==> src/rtl/rr_decode_arbiter.sv <==
// rr_decode_arbiter: 8-way round-robin arbiter with registered one-hot and binary grant.
// Defining ARB_TIMEOUT_EN adds a forced release after HOLD_MAX grant cycles.
module rr_decode_arbiter #(
    parameter logic [2:0] RESET_PTR = 3'd0,
    parameter int         HOLD_MAX  = 16
) (
    input  logic       clk,
    input  logic       rst,
    input  logic [7:0] req,
    output logic [7:0] gnt,
    output logic [2:0] gnt_idx,
    output logic       gnt_vld,
    output logic       timeout
);
    typedef enum logic {IDLE, GRANT} state_t;

    state_t     state, state_nxt;
    logic [2:0] ptr, ptr_nxt, idx_nxt, scan_idx, win_idx;
    logic [7:0] gnt_nxt, cand;
    logic       win_found, vld_nxt, force_rel;

`ifdef ARB_TIMEOUT_EN
    logic [7:0] hold_cnt, hold_cnt_nxt, excl, excl_nxt;

    assign force_rel = (state == GRANT) && req[gnt_idx] && (hold_cnt == 8'(HOLD_MAX - 1));
    assign cand      = req & ~excl;

    // A force-released holder stays excluded until its request is observed low.
    always_comb begin
        hold_cnt_nxt = hold_cnt;
        excl_nxt     = excl & req;
        if (state == IDLE)
            hold_cnt_nxt = '0;
        else
            hold_cnt_nxt = hold_cnt + 8'd1;
        if (force_rel)
            excl_nxt = excl_nxt | (8'd1 << gnt_idx);
    end

    always_ff @(posedge clk or posedge rst) begin
        if (rst) begin
            hold_cnt <= '0;
            excl     <= '0;
            timeout  <= 1'b0;
        end else begin
            hold_cnt <= hold_cnt_nxt;
            excl     <= excl_nxt;
            timeout  <= force_rel;
        end
    end
`else
    assign force_rel = 1'b0;
    assign cand      = req;
    assign timeout   = 1'b0;
`endif

    // Circular scan starting at ptr; first candidate found wins.
    always_comb begin
        win_found = 1'b0;
        win_idx   = ptr;
        scan_idx  = ptr;
        for (int i = 0; i < 8; i++) begin
            scan_idx = ptr + i[2:0];
            if (!win_found && cand[scan_idx]) begin
                win_found = 1'b1;
                win_idx   = scan_idx;
            end
        end
    end

    always_comb begin
        state_nxt = state;
        ptr_nxt   = ptr;
        idx_nxt   = gnt_idx;
        gnt_nxt   = gnt;
        vld_nxt   = gnt_vld;
        case (state)
            IDLE: begin
                if (win_found) begin
                    state_nxt = GRANT;
                    idx_nxt   = win_idx;
                    gnt_nxt   = 8'd1 << win_idx;
                    vld_nxt   = 1'b1;
                end
            end
            GRANT: begin
                // Release always passes through IDLE, which gives the turnaround cycle.
                if (!req[gnt_idx] || force_rel) begin
                    state_nxt = IDLE;
                    gnt_nxt   = '0;
                    vld_nxt   = 1'b0;
                    ptr_nxt   = gnt_idx + 3'd1;
                end
            end
            default: state_nxt = IDLE;
        endcase
    end

    always_ff @(posedge clk or posedge rst) begin
        if (rst) begin
            state   <= IDLE;
            ptr     <= RESET_PTR;
            gnt     <= '0;
            gnt_idx <= '0;
            gnt_vld <= 1'b0;
        end else begin
            state   <= state_nxt;
            ptr     <= ptr_nxt;
            gnt     <= gnt_nxt;
            gnt_idx <= idx_nxt;
            gnt_vld <= vld_nxt;
        end
    end
endmodule
==> config.mk <==
export PLATFORM = sky130hd
export DESIGN_NAME = rr_decode_arbiter
export DESIGN_NICKNAME = d
export VERILOG_FILES = /design/src/rtl/rr_decode_arbiter.sv
export SDC_FILE = /design/constraint.sdc
export NUM_CORES = 1
export LEC_CHECK = 0
export BUFFER_PORTS_ARGS = -buffer_cell sky130_fd_sc_hd__buf_2
export CORE_UTILIZATION = 40
export CTS_CLUSTER_DIAMETER = 120
export CTS_CLUSTER_SIZE = 30
export DETAILED_ROUTE_END_ITERATION = 7
export GPL_ROUTABILITY_DRIVEN = 0
export PLACE_DENSITY_LB_ADDON = 0.1
export SYNTH_ARGS = -nofsm -noshare
export SYNTH_HDL_FRONTEND = slang
export SYNTH_SLANG_ARGS = --single-unit
==> constraint.sdc <==
create_clock -name clk -period 4.9 [get_ports clk]
set_clock_uncertainty 0.1 [all_clocks]
set_input_delay 1.47 -clock clk [delete_from_list [all_inputs] [get_ports clk]]
set_output_delay 1.47 -clock clk [all_outputs]
set_load 0.01 [all_outputs]
==> qor.txt <==
crit path DAT = 4.11 ns
DR WL/cell = 17.0 um
Max Root-Sink Buffers = 2
CP Max Fanout = 8
FP Rows = 23
post-route setup TNS = 0 ns
Starting DRT DRC Count = 99
final non-filler cell total = 232
hpwl dp = 3060 um
Port Buffers = 21
slew margin rel. = 52.1%
delay of the slowest critical-path stage = 0.54 ns
Cells after Synth = 163
setup violators final = 0
max cap viols = 0
worst hold path cell count = 1
vias in the first global route = 1,291
min Tclk post-route = 4.02 ns
Vias/cell = 6.17
Worst Tran Pin Value = 0.713 ns
cell chain of the critical path = buf_2 -> mux4_2 -> mux2_2 -> a211oi_4 -> nand4b_2 -> nor2_1 -> nor2_1 -> nor2b_1 -> a22o_1
most common cell after layout, fill and taps aside = buf_2
most frequent cells in the layout = buf_2, dfrtp_1, mux4_2
CP dominant cell by count = nor2_1
initial antenna violation count = 0
Max H-tree Level = 1
reg2reg path depth = 10
I/O pins = 23
fin util = 46.7%
Post-DRT Antenna Nets = 0
first-pass GRT wire length = 6510 um
DR pass1 iterations = 4
Clock Pin Slew Worst Setup and Hold Paths = 0.06 ns
startpoint types = input port
number of flops mapped to enable cells by yosys = 0
global route overflow = 0
Starting Density = 42.1%
Root Driver = clkbuf_8
filler instances = 387
CTS resizes = 0
Placeable Area = 4060 sq um
Slowest-stage cell, CP = mux4_2
width of the die = 67.4 um
Die ar. = 4540 sq um
endpoint type of the worst setup path = flop
Hold Crit Class = flop to flop
Max Clk Rate = 249 MHz
worst path required time = 4.98 ns
clk_lat worst skew = 0.24 ns
drt drc = 0
final worst-path cycle share = 82.1%
worst setup path category = input port to flop
final WL = 3950 um
CTS Buf Count = 3
met1 Use GR = 28.6%
final hold violations = 0
Layout Nets = 196
status = completed
met2 GRT Util = 30.3%
RSZ-0062 raised after global routing = no
Final Max Tran Viols = 0
syn nets = 176
DR vias = 1,432
post-synthesis sequential area ratio = 23.4%
placed insts = 228
largest net degree at the start of global routing = 19
n_diodes = 0
ys async rst share = 100%
CTS tree = yes
post-CTS setup buffer count = 0
Distinct cells, synth = 54
area delta synth->final = 11.0%
GRT Max-Usage Layer = met2
share of layout cells above drive strength 1 = 33.0%
worst hold margin = 0.379 ns
met3 Use GR = 3.04%
Synthesis Warnings = 0
ys flop type = dfrtp_1
GRT Total Usage = 19.2%
FF+latch count, synth = 16
Mapped Area = 1710 sq um
Mapped Avg Cell Area = 10.5 sq um
Clock Sinks = 16
Die H = 67.4 um
hold-fix buffers at CTS = 0
-- per-stage QoR --
stage | area (sq um) | setup slack (ns)
floorplan | 1710 | 1.04
CTS | 1900 | 0.909
global route | 1900 | 0.638
finish | 1900 | 0.877
global placement | 1840 | 0.701
detailed placement | 1840 | 0.643
-- critical path, delay by kind of cell --
kind                   cells  cell delay [ns]
multiplexers               2             0.88
AND/OR/NAND/NOR            4             1.12
buffers and inverters      1             0.13
AO/OA/AOI/OAI              2             0.50
-- final timing paths --
path	startpoint	endpoint	slack, ns
worst max-delay path	req[4]	gnt[4]	0.88
worst min-delay path	gnt_vld	gnt_vld	0.38
worst max register to register	ptr[0]	gnt[4]	1.03
worst min register to register	gnt_vld	gnt_vld	0.38
max in group asynchronous	rst	state	3.12
min in group asynchronous	rst	gnt_idx[2]	1.18
-- per-layer routing --
layer | routed length, um | part of all wire (%)
met1 | 1880 | 48
met2 | 1920 | 49
met3 | 127 | 3.2
met4 | 22 | 0.56
met5 | 0 | 0
-- state kept, by name, indices dropped and copies added (netlist names) --
register and flops:
gnt 8, gnt_idx 3, ptr 3, gnt_vld 1, state 1
-- synth_stat cells (all sizes together), types with 2 or more instances --
| cell type | number | share of area (%) |
|---|---|---|
| a222oi | 2 | 1.2 |
| mux2i | 6 | 3.5 |
| mux4 | 13 | 17 |
| a32o | 2 | 1.2 |
| nor2b | 4 | 1.5 |
| nand2 | 10 | 2.2 |
| nand2b | 8 | 2.9 |
| mux2 | 10 | 7.0 |
| ha | 3 | 2.2 |
| a22o | 4 | 2.0 |
| a21o | 2 | 0.88 |
| xnor2 | 4 | 2.0 |
| nand3b | 4 | 1.8 |
| o21ai | 6 | 1.8 |
| or2 | 4 | 1.5 |
| dfrtp | 16 | 23 |
| nor2 | 7 | 2.0 |
| inv | 6 | 1.3 |
| buf | 7 | 2.9 |
| a21oi | 6 | 1.8 |
| o31a | 3 | 1.5 |
| and3 | 2 | 0.73 |
| o221ai | 3 | 1.5 |
| o22ai | 2 | 0.73 |
| o2bb2ai | 4 | 2.0 |
| o211ai | 3 | 1.3 |
| nand4b | 3 | 1.9 |
| clkbuf | 2 | 0.51 |
-- final cells by class --
class | count | area, sq um | share of cell area [%]
Multi-Input combinational cell | 132 | 1230 | 64.8
Tap cell | 50 | 62.6 | 3.30
Inverter | 6 | 22.5 | 1.19
Timing Repair Buffer | 24 | 128 | 6.73
Clock buffer | 4 | 55.1 | 2.90
Sequential cell | 16 | 400 | 21.1
-- kinds of logic (layout without fill, tap and decap cells) --
kind of cell	after synthesis	in the layout	share of synthesized area, %
other cells	1	1	0.219
simple gates	47	47	16.8
mux	29	29	27.7
fa+ha+maj	3	3	2.20
buf+inv	15	34	4.68
xor+xnor	5	5	2.56
compound gates	47	47	22.5
flops	16	16	23.4
Power is not shown: default switching activity piles up to over one toggle a cycle in this logic, so the estimate is an artifact.
